[config.mk]
export PLATFORM = sky130hd
export DESIGN_NAME = core_terminal_flat
export DESIGN_NICKNAME = d
export VERILOG_FILES = /design/src/rtl/core_terminal_pkg.sv /design/src/rtl/core_terminal_if.sv /design/src/rtl/term_sync_fifo.sv /design/src/rtl/core_terminal.sv /design/src/flat_wrapper.sv
export SDC_FILE = /design/constraint.sdc
export NUM_CORES = 2
export LEC_CHECK = 0
export ABC_CLOCK_PERIOD_IN_PS = 13100
export BUFFER_PORTS_ARGS = -buffer_cell sky130_fd_sc_hd__buf_2
export CAP_MARGIN = 15
export CELL_PAD_IN_SITES_DETAIL_PLACEMENT = 0
export CELL_PAD_IN_SITES_GLOBAL_PLACEMENT = 2
export CORE_UTILIZATION = 51
export DETAILED_ROUTE_END_ITERATION = 12
export PLACE_DENSITY_LB_ADDON = 0.1
export SLEW_MARGIN = 20
export SYNTH_ARGS = -nofsm -noshare
export SYNTH_HDL_FRONTEND = slang
export SYNTH_HIERARCHICAL = 1
export SYNTH_SLANG_ARGS = --single-unit
export TNS_END_PERCENT = 20
[constraint.sdc]
create_clock -name s_clk -period 13.1 [get_ports s_clk]
set_input_delay 0.655 -clock s_clk [delete_from_list [all_inputs] [get_ports s_clk]]
set_output_delay 0.655 -clock s_clk [all_outputs]
set_load 0.02 [all_outputs]
[src/rtl/core_terminal_pkg.sv]
// core_terminal_pkg: shared types and constants for the core-side HPS instruction link.
//   DEFAULT_DATA_W     default instruction/response width
//   DEFAULT_EMPTY_WORD word returned when the HPS reads an empty result FIFO
//   rd_state_e         HPS read-path FSM states
//   STATS_W, sat_inc   width and saturating increment for the optional statistics counters
package core_terminal_pkg;

    localparam int unsigned DEFAULT_DATA_W = 64;
    localparam logic [63:0] DEFAULT_EMPTY_WORD = 64'h0;
    localparam int unsigned STATS_W = 16;

    typedef enum logic [0:0] {
        R_IDLE,
        R_RESP
    } rd_state_e;

    function automatic logic [STATS_W-1:0] sat_inc(input logic [STATS_W-1:0] v);
        return (v == '1) ? v : v + STATS_W'(1);
    endfunction

endpackage

[src/rtl/core_terminal_if.sv]
// core_terminal_if: HPS-side and core-side signals of core_terminal.
//   HPS push : wr, wr_instruction, wr_busy
//   HPS pop  : rd, rd_valid, rd_instruction
//   Command  : cmd_valid, cmd_data, cmd_ready   (terminal -> core)
//   Response : rsp_valid, rsp_data, rsp_ready   (core -> terminal)
// Modport slave is the terminal's view; master is the view of the HPS terminal plus core.
interface core_terminal_if #(
    parameter int unsigned DATA_W = 64
);
    logic              wr;
    logic [DATA_W-1:0] wr_instruction;
    logic              wr_busy;
    logic              rd;
    logic              rd_valid;
    logic [DATA_W-1:0] rd_instruction;
    logic              cmd_valid;
    logic [DATA_W-1:0] cmd_data;
    logic              cmd_ready;
    logic              rsp_valid;
    logic [DATA_W-1:0] rsp_data;
    logic              rsp_ready;

    modport slave (
        input  wr, wr_instruction, rd, cmd_ready, rsp_valid, rsp_data,
        output wr_busy, rd_valid, rd_instruction, cmd_valid, cmd_data, rsp_ready
    );

    modport master (
        output wr, wr_instruction, rd, cmd_ready, rsp_valid, rsp_data,
        input  wr_busy, rd_valid, rd_instruction, cmd_valid, cmd_data, rsp_ready
    );
endinterface

[src/rtl/term_sync_fifo.sv]
// term_sync_fifo: single-clock circular FIFO with registered flags and registered head word.
//   clk_i, rst_ni       clock, synchronous active-low reset
//   push_i, wdata_i     write strobe/data; ignored while full_o is high
//   pop_i               read strobe; ignored while empty_o is high
//   rdata_o             registered head word (valid while empty_o is low)
//   full_o, empty_o     registered flags, derived from the next-state count
module term_sync_fifo #(
    parameter int unsigned DEPTH = 16,
    parameter int unsigned WIDTH = 64
) (
    input  logic             clk_i,
    input  logic             rst_ni,
    input  logic             push_i,
    input  logic [WIDTH-1:0] wdata_i,
    input  logic             pop_i,
    output logic [WIDTH-1:0] rdata_o,
    output logic             full_o,
    output logic             empty_o
);
    localparam int unsigned ADDR_W = $clog2(DEPTH);
    localparam int unsigned CNT_W  = ADDR_W + 1;

    logic [WIDTH-1:0]  mem_q [DEPTH];
    logic [ADDR_W-1:0] wr_ptr_q, wr_ptr_d;
    logic [ADDR_W-1:0] rd_ptr_q, rd_ptr_d;
    logic [CNT_W-1:0]  count_q, count_d;
    logic [WIDTH-1:0]  head_q, head_d;
    logic              full_q, full_d;
    logic              empty_q, empty_d;
    logic              push_ok, pop_ok;

    assign push_ok = push_i & ~full_q;
    assign pop_ok  = pop_i & ~empty_q;

    always_comb begin
        wr_ptr_d = push_ok ? wr_ptr_q + ADDR_W'(1) : wr_ptr_q;
        rd_ptr_d = pop_ok ? rd_ptr_q + ADDR_W'(1) : rd_ptr_q;
        count_d  = count_q;
        if (push_ok && !pop_ok) begin
            count_d = count_q + CNT_W'(1);
        end else if (!push_ok && pop_ok) begin
            count_d = count_q - CNT_W'(1);
        end
        full_d  = (count_d == CNT_W'(DEPTH));
        empty_d = (count_d == '0);
        // The new head slot is only the one being written when the FIFO drains to empty
        // in this cycle; forward the write data since the RAM is not updated yet.
        if (push_ok && (rd_ptr_d == wr_ptr_q)) begin
            head_d = wdata_i;
        end else begin
            head_d = mem_q[rd_ptr_d];
        end
    end

    always_ff @(posedge clk_i) begin
        if (push_ok) begin
            mem_q[wr_ptr_q] <= wdata_i;
        end
    end

    always_ff @(posedge clk_i) begin
        if (!rst_ni) begin
            wr_ptr_q <= '0;
            rd_ptr_q <= '0;
            count_q  <= '0;
            head_q   <= '0;
            full_q   <= 1'b0;
            empty_q  <= 1'b1;
        end else begin
            wr_ptr_q <= wr_ptr_d;
            rd_ptr_q <= rd_ptr_d;
            count_q  <= count_d;
            head_q   <= head_d;
            full_q   <= full_d;
            empty_q  <= empty_d;
        end
    end

    assign rdata_o = head_q;
    assign full_o  = full_q;
    assign empty_o = empty_q;
endmodule

[src/rtl/core_terminal.sv]
// core_terminal: core-side end of the HPS instruction link.
//   s_clk, s_reset_n   clock, synchronous active-low reset
//   bus (slave)        HPS push/pop and core command/response handshakes (see core_terminal_if)
// Commands pushed by the HPS are buffered and offered to the core over cmd_valid/cmd_ready;
// core responses are buffered and returned to the HPS one word per rd request.
// Optional macro CORE_TERMINAL_STATS_EN adds saturating counters cnt_cmd_accepted,
// cnt_cmd_dropped and cnt_rd_empty.
module core_terminal
    import core_terminal_pkg::*;
#(
    parameter int unsigned      CMD_DEPTH  = 16,
    parameter int unsigned      RSP_DEPTH  = 16,
    parameter int unsigned      DATA_W     = DEFAULT_DATA_W,
    parameter logic [DATA_W-1:0] EMPTY_WORD = DATA_W'(DEFAULT_EMPTY_WORD)
) (
    input  logic               s_clk,
    input  logic               s_reset_n,
`ifdef CORE_TERMINAL_STATS_EN
    output logic [STATS_W-1:0] cnt_cmd_accepted,
    output logic [STATS_W-1:0] cnt_cmd_dropped,
    output logic [STATS_W-1:0] cnt_rd_empty,
`endif
    core_terminal_if.slave     bus
);
    logic              cmd_full, cmd_empty;
    logic [DATA_W-1:0] cmd_head;
    logic              rsp_full, rsp_empty, rsp_pop;
    logic [DATA_W-1:0] rsp_head;
    rd_state_e         state_q, state_d;
    logic [DATA_W-1:0] rd_data_q, rd_data_d;

    term_sync_fifo #(
        .DEPTH (CMD_DEPTH),
        .WIDTH (DATA_W)
    ) u_cmd_fifo (
        .clk_i   (s_clk),
        .rst_ni  (s_reset_n),
        .push_i  (bus.wr),
        .wdata_i (bus.wr_instruction),
        .pop_i   (bus.cmd_ready),
        .rdata_o (cmd_head),
        .full_o  (cmd_full),
        .empty_o (cmd_empty)
    );

    term_sync_fifo #(
        .DEPTH (RSP_DEPTH),
        .WIDTH (DATA_W)
    ) u_rsp_fifo (
        .clk_i   (s_clk),
        .rst_ni  (s_reset_n),
        .push_i  (bus.rsp_valid),
        .wdata_i (bus.rsp_data),
        .pop_i   (rsp_pop),
        .rdata_o (rsp_head),
        .full_o  (rsp_full),
        .empty_o (rsp_empty)
    );

    assign bus.wr_busy   = cmd_full;
    assign bus.cmd_valid = ~cmd_empty;
    assign bus.cmd_data  = cmd_head;
    assign bus.rsp_ready = ~rsp_full;

    // HPS read path: the word is latched on the request and presented one cycle later.
    always_comb begin
        state_d   = state_q;
        rd_data_d = rd_data_q;
        rsp_pop   = 1'b0;
        unique case (state_q)
            R_IDLE: begin
                if (bus.rd) begin
                    state_d = R_RESP;
                    if (!rsp_empty) begin
                        rsp_pop   = 1'b1;
                        rd_data_d = rsp_head;
                    end else begin
                        rd_data_d = EMPTY_WORD;
                    end
                end
            end
            R_RESP: state_d = R_IDLE;
            default: state_d = R_IDLE;
        endcase
    end

    always_ff @(posedge s_clk) begin
        if (!s_reset_n) begin
            state_q   <= R_IDLE;
            rd_data_q <= '0;
        end else begin
            state_q   <= state_d;
            rd_data_q <= rd_data_d;
        end
    end

    assign bus.rd_valid       = (state_q == R_RESP);
    assign bus.rd_instruction = rd_data_q;

`ifdef CORE_TERMINAL_STATS_EN
    logic [STATS_W-1:0] acc_q, drop_q, rd_empty_q;

    always_ff @(posedge s_clk) begin
        if (!s_reset_n) begin
            acc_q      <= '0;
            drop_q     <= '0;
            rd_empty_q <= '0;
        end else begin
            if (bus.wr && !cmd_full) acc_q <= sat_inc(acc_q);
            if (bus.wr && cmd_full) drop_q <= sat_inc(drop_q);
            if ((state_q == R_IDLE) && bus.rd && rsp_empty) rd_empty_q <= sat_inc(rd_empty_q);
        end
    end

    assign cnt_cmd_accepted = acc_q;
    assign cnt_cmd_dropped  = drop_q;
    assign cnt_rd_empty     = rd_empty_q;
`endif
endmodule

[src/flat_wrapper.sv]
// flat-port wrapper written by rule: the top's interface ports become plain ports
module core_terminal_flat import core_terminal_pkg::*;
#(
    parameter int unsigned      CMD_DEPTH  = 16,
    parameter int unsigned      RSP_DEPTH  = 16,
    parameter int unsigned      DATA_W     = DEFAULT_DATA_W,
    parameter logic [DATA_W-1:0] EMPTY_WORD = DATA_W'(DEFAULT_EMPTY_WORD)
)
  (s_clk, s_reset_n, bus_wr, bus_wr_instruction, bus_rd, bus_cmd_ready, bus_rsp_valid, bus_rsp_data, bus_wr_busy, bus_rd_valid, bus_rd_instruction, bus_cmd_valid, bus_cmd_data, bus_rsp_ready);
  core_terminal_if #(.DATA_W(DATA_W)) bus_i ();
  input  logic s_clk;
  input  logic s_reset_n;
  input wire logic [$bits(bus_i.wr)-1:0] bus_wr;
  input wire logic [$bits(bus_i.wr_instruction)-1:0] bus_wr_instruction;
  input wire logic [$bits(bus_i.rd)-1:0] bus_rd;
  input wire logic [$bits(bus_i.cmd_ready)-1:0] bus_cmd_ready;
  input wire logic [$bits(bus_i.rsp_valid)-1:0] bus_rsp_valid;
  input wire logic [$bits(bus_i.rsp_data)-1:0] bus_rsp_data;
  output wire logic [$bits(bus_i.wr_busy)-1:0] bus_wr_busy;
  output wire logic [$bits(bus_i.rd_valid)-1:0] bus_rd_valid;
  output wire logic [$bits(bus_i.rd_instruction)-1:0] bus_rd_instruction;
  output wire logic [$bits(bus_i.cmd_valid)-1:0] bus_cmd_valid;
  output wire logic [$bits(bus_i.cmd_data)-1:0] bus_cmd_data;
  output wire logic [$bits(bus_i.rsp_ready)-1:0] bus_rsp_ready;
  assign bus_i.wr = bus_wr;
  assign bus_i.wr_instruction = bus_wr_instruction;
  assign bus_i.rd = bus_rd;
  assign bus_i.cmd_ready = bus_cmd_ready;
  assign bus_i.rsp_valid = bus_rsp_valid;
  assign bus_i.rsp_data = bus_rsp_data;
  assign bus_wr_busy = bus_i.wr_busy;
  assign bus_rd_valid = bus_i.rd_valid;
  assign bus_rd_instruction = bus_i.rd_instruction;
  assign bus_cmd_valid = bus_i.cmd_valid;
  assign bus_cmd_data = bus_i.cmd_data;
  assign bus_rsp_ready = bus_i.rsp_ready;
  core_terminal #(.CMD_DEPTH(CMD_DEPTH), .RSP_DEPTH(RSP_DEPTH), .DATA_W(DATA_W), .EMPTY_WORD(EMPTY_WORD)) u_core (.s_clk(s_clk), .s_reset_n(s_reset_n), .bus(bus_i));
endmodule
# == Yosys cells after proc, flatten, opt, wreduce, memory -nomap -nowiden ==
# Memories as Yosys holds them, arrays and structs flattened. A register that Yosys moved wholly into a read port is not among the register bits.
# Cells that the tools add are included.
# op_classes
n_addsub,8
eq_ne,2
muxes,16
bitwise,9
reduce_logical,13
# op_table
op,n
64-bit 2-to-1 mux,1
5-bit 2-to-1 mux,4
4-bit by 1-bit adder with 4-bit output (second input constant),4
5-bit by 1-bit adder with 5-bit output (second input constant),2
5-bit equality test (second input constant),2
5-bit logical NOT,2
5-bit by 1-bit subtractor with 5-bit output (second input constant),2
1-bit 2-to-1 mux,8
4-bit 2-to-1 mux,2
1-bit logical NOT,6
1-bit NOT,5
1-bit AND,4
1-bit logical AND,4
1-bit one-hot mux with 2 select lines,1
2-bit AND reduction,1
# totals
reg_bits,95
mem_bits_rw,2048
input_bits,134
output_inout_bits,132
elab_cells,62
memories,2
# mem_list
memory,words,width,rd,rd_ports_with_merged_regs,write_ports,line_no,text
u_core.u_cmd_fifo.mem_q,16,64,1,1,1,term_sync_fifo.sv:23,logic [WIDTH-1:0] mem_q [DEPTH];
u_core.u_rsp_fifo.mem_q,16,64,1,1,1,term_sync_fifo.sv:23,

# == Logic depth before layout (Yosys ltp) ==
# logic_depth
depth_word,8
depth_mapped,13
depth_no_buf,8

# == By module ==
# The synthesis kept the hierarchy.
# by_module_without_submodules
module,n_inst,cells_each,area_each_um2,seq_area_each_um2
term_sync_fifo at u_core.u_cmd_fifo,1,3070,51097.8,32331.0
term_sync_fifo at u_core.u_rsp_fifo,1,3070,51050.2,32331.0
core_terminal,1,291,2668.8,1301.2

# == Worst setup path before layout ==
# Ideal clock, no wire load.
# synth_path
path_type,in2reg
start,input port bus_rsp_valid
end,"memory u_core.u_rsp_fifo.mem_q[3][0], enable pin"
setup_ps,564
t_arrival_ps,5703
t_required_ps,12536
path_slack_ps,6832
cell_stages,4
path_buffers,1
cell_sequence,nor2b_1 > clkbuf_1 > nand2_1 > nor3_1
# synth_between
elab_chain_cells,3
# synth_rtl
element,line_no,text
"start, declared",flat_wrapper.sv:17,input wire logic [$bits(bus_i.rsp_valid)-1:0] bus_rsp_valid;
1-bit AND,term_sync_fifo.sv:32,assign push_ok = push_i & ~full_q;
1-bit 2-to-1 mux,term_sync_fifo.sv:56,if (push_ok) begin
1-bit 2-to-1 mux (implied by the code),term_sync_fifo.sv:57,mem_q[wr_ptr_q] <= wdata_i;
"end, declared",term_sync_fifo.sv:23,
# No other way between the ends.

# == Worst setup path after layout ==
# layout_path
start,register u_core.u_rsp_fifo.empty_q (netlist: u_core/u_rsp_fifo/empty_o)
end,"register u_core.u_rsp_fifo.head_q[39] (netlist: u_core/u_rsp_fifo/rdata_o[39]), read port of u_core.u_rsp_fifo.mem_q"
# layout_between
elab_chain_cells,5
word_cells_on_any_way,6
cone_classes,mux (4); bitwise (2)
# layout_rtl
element,line_no,text
"start, declared",term_sync_fifo.sv:29,"logic empty_q, empty_d;"
"start signal, assigned",term_sync_fifo.sv:75,empty_q <= empty_d;
1-bit 2-to-1 mux,core_terminal.sv:74,if (!rsp_empty) begin
1-bit 2-to-1 mux,core_terminal.sv:72,if (bus.rd) begin
1-bit 2-to-1 mux,core_terminal.sv:70,unique case (state_q)
named net u_core.rsp_pop,core_terminal.sv:27,"logic rsp_full, rsp_empty, rsp_pop;"
1-bit AND,term_sync_fifo.sv:33,assign pop_ok = pop_i & ~empty_q;
4-bit 2-to-1 mux,term_sync_fifo.sv:37,rd_ptr_d = pop_ok ? rd_ptr_q + ADDR_W'(1) : rd_ptr_q;
"end, declared",term_sync_fifo.sv:27,"logic [WIDTH-1:0] head_q, head_d;"
# The timed path passes the listed nets, and every way through them passes these cells.
# A chain may end at the register's enable or synchronous reset.

==> flow_summary.toml <==
[run_status]
status = "completed"

[logic_synthesis]
yosysUniqueCellTypes = 52
synth_edf_count = 2048
async_flop_share = 0
yosysWarningCount = 6
syn_area_sq_um = 105000
syn-num-nets = 6579
synth_area_per_cell_sq_um = 16.3
synth.yosys.seq_area_share = 0.629
synth-main-ff-cell = "edfxtp_1"
synth_cells = 6431
ys_ff_latch = 2271

[clock_tree]
clock_latency_ps = 880
cts_tree = "built"
postCtsSetupBuffers = 0
cts_hold_buf = 0
ctsResizeCount = 0
root_buffer = "clkbuf_16"
cts.sinks = 2271
clockBufferDepth = 3
cts_made_buffers = 234
htreeDepth = 4
clk_pin_slew_worst_paths_ps = 60

[timing]
fmax_ghz = 0.202
post-route-period-util = 0.379
rsz0062_at_grt = "false"
tns_ps = 0
maxSlewHeadroom = 0.250
finalSetupViolCount = 0
finalHoldViolCount = 0
fin_hold_ws_ps = 158
post-route-min-period_ps = 4960
final.setup_skew_ps = 31.7
slew_viol_final = 0
tightestPinTransition_ps = 1130

[route]
top_layer = "met5"
met1_length_um = 114000
wl_met2_um = 151000
vias = 62300
wire_per_inst_um = 30.7
postRouteAntennaNets = 0
vias_per_cell = 6.61
dr_wl_met3_um = 15800
routed_wl_um = 290000
firstDrtPassIters = 5
drt_iter0_markers = 4917
route.detailed.drc = 0

[place]
dp_hpwl_um = 151000
post_dp_cell_area_sq_um = 108000
gp_congestion = 0.758
port_buffers = 265

[worst_setup_path]
cp.arrival_ps = 5710
required_ps = 13850
crit_path_end_kind = "register"
critPathMaxFanout = 69
max_stage_delay_ps = 1020
crit_path_start_kind = "register"
cpMostUsedCell = "buf_4"
path_class = "reg2reg"
crit_path_top_delay_cell = "dfxtp_4"
worstPathCellList = "nor2_1, nor2b_4, buf_4, nand2_2, xor2_4, buf_4, buf_4, nor2_4, buf_4, a21oi_1, a32o_1"
cpLargestDelayFamily = "buffers and inverters"
crit_buf_inv = 4

[floorplanning]
core_area_sq_um = 204000
die_x_um = 455
start_util = 0.513
ios = 266
die_y_um = 455
rows = 166
die-area_sq_um = 207000

[grt]
grt_usage = 0.277
gr-total-overflow = 0
grt_pass1_vias = 63800
grt_pass1_wl_um = 420000
grt_max_degree = 169
antenna_found_initial = 42

[final_layout]
final_nets = 6658
final_area_sq_um = 116000
drive_gt1_frac = 0.274
fin_util = 0.566
num-fill-cells = 15900
area_growth_pct = 10.3

[run]
cap_violations = 0

[min_path]
worstHoldPathType = "in2reg"

[pwr]
power.leakage_uw = 0.0356
vdd_drop_max_mv = 0.150
power.total_uw = 16700
powerDensity_nw_per_um2 = 144
-- report_power, final --
group | switching [uW] | total, uW | internal, uW | leakage (uW)
Clock | 2760 | 6530 | 3780 | 0.00372
Sequential | 142 | 8220 | 8080 | 0.0203
Combinational | 1140 | 1950 | 805 | 0.0116
Total | 4040 | 16700 | 12700 | 0.0356
-- worst paths after layout --
check / from / end / slack, ps / cells past startpoint
setup / recovery: u_core/u_rsp_fifo/empty_o$_SDFF_PN1_ / u_core/u_rsp_fifo/rdata_o[39]$_SDFF_PN0_ / 8140 / 11
hold / removal: bus_rsp_data[54] / u_core/u_rsp_fifo/mem_q[12][54]$_DFFE_PP_ / 160 / 1
setup reg to reg: u_core/u_rsp_fifo/empty_o$_SDFF_PN1_ / u_core/u_rsp_fifo/rdata_o[39]$_SDFF_PN0_ / 8140 / 11
hold reg to reg: u_core/bus.rd_instruction[20]$_SDFFE_PN0P_ / u_core/bus.rd_instruction[20]$_SDFFE_PN0P_ / 450 / 2
-- per-layer routing --
| metal | global-route usage | up-vias |
|---|---|---|
| li1 | - | 26800 |
| met1 | 0.345 | 33000 |
| met2 | 0.495 | 2004 |
| met3 | 0.0381 | 507 |
| met4 | 0.0915 | 30 |
| met5 | 0 | - |
-- flip-flops by register name (all words and copies together) (netlist names) --
register	cells
u_core/u_cmd_fifo/mem_q	1024
u_core/u_rsp_fifo/mem_q	1024
u_core/bus.rd_instruction	64
u_core/u_cmd_fifo/rdata_o	64
u_core/u_rsp_fifo/rdata_o	64
u_core/u_cmd_fifo/count_q	5
u_core/u_rsp_fifo/count_q	5
u_core/u_cmd_fifo/rd_ptr_q	4
u_core/u_cmd_fifo/wr_ptr_q	4
u_core/u_rsp_fifo/rd_ptr_q	4
u_core/u_rsp_fifo/wr_ptr_q	4
u_core/bus.rd_valid	1
u_core/u_cmd_fifo/empty_o	1
u_core/u_cmd_fifo/full_o	1
u_core/u_rsp_fifo/empty_o	1
u_core/u_rsp_fifo/full_o	1
-- layout make-up --
cell class	count	area [sq um]	share of cell area
Antenna cell	17	42.5	0.000368
Clock buffer	349	6800	0.0588
Clock inverter	98	771	0.00667
Inverter	10	37.5	0.000325
Multi-Input combinational cell	3584	36100	0.312
Sequential cell	2271	66000	0.571
Tap cell	2688	3360	0.0291
Timing Repair Buffer	409	2520	0.0218
-- cells in the final DEF (no fill, tap or decap), types with 6 or more instances in the layout --
cell / netlist / routed
a41oi_1: 132 / 132
buf_12: 0 / 9
a21oi_1: 132 / 132
and2_1: 21 / 19
nand2_1: 590 / 590
clkbuf_1: 195 / 72
edfxtp_1: 2048 / 2048
diode_2: 0 / 17
o22ai_1: 256 / 256
mux2i_1: 514 / 514
a221o_1: 128 / 128
bufinv_16: 0 / 11
inv_6: 0 / 6
clkbuf_16: 0 / 241
nand2b_1: 9 / 6
ha_1: 14 / 12
nor2_4: 1 / 28
nor2_1: 35 / 9
clkinv_2: 0 / 39
dfxtp_1: 223 / 218
a32o_1: 128 / 128
nor3_2: 2 / 10
nor2b_1: 9 / 6
a221oi_1: 128 / 128
nand3b_1: 66 / 66
mux2_2: 512 / 512
a21boi_1: 56 / 56
clkinv_1: 0 / 36
clkbuf_8: 0 / 36
nor3_1: 136 / 128
xnor2_1: 18 / 16
buf_2: 241 / 264
and4_1: 128 / 128
inv_1: 10 / 10
buf_4: 57 / 136
mux4_2: 512 / 512
a21boi_0: 8 / 8
-- Yosys cell counts (all sizes together) (37+ instances only) --
cell type  instances  area [sq um]
nand3b            66           495
mux2             512          5770
nor2              37           149
and4             128          1120
a21oi            132           661
a32o             128          1280
mux4             512         11500
a221o            128          1280
o22ai            256          1600
dfxtp            223          4460
nand2            592          2230
a41oi            132          1160
clkbuf           195           732
buf              371          2350
edfxtp          2048         61500
a21boi            64           480
mux2i            514          5140
nor3             138           701
a221oi           128          1120
-- logic make-up after synthesis --
kind of cell | after synthesis | synth area share
DFF | 2271 | 0.629
muxes | 1538 | 0.214
and+or+nand+nor | 1020 | 0.0489
AOI/OAI and AO/OA | 988 | 0.0738
buffers and inverters | 576 | 0.0297
xor gates and xnor gates | 24 | 0.00251
adders and majority gates | 14 | 0.00167
-- stage by stage --
step                      cells  worst slack (ps)
final                      9426              8140
after global routing       9421              7970
after CTS                  9409              8130
after detailed placement   8962              7840
after global placement     8962              7870
after floorplan            6431              6830
Power figures use the tool's default switching activity.
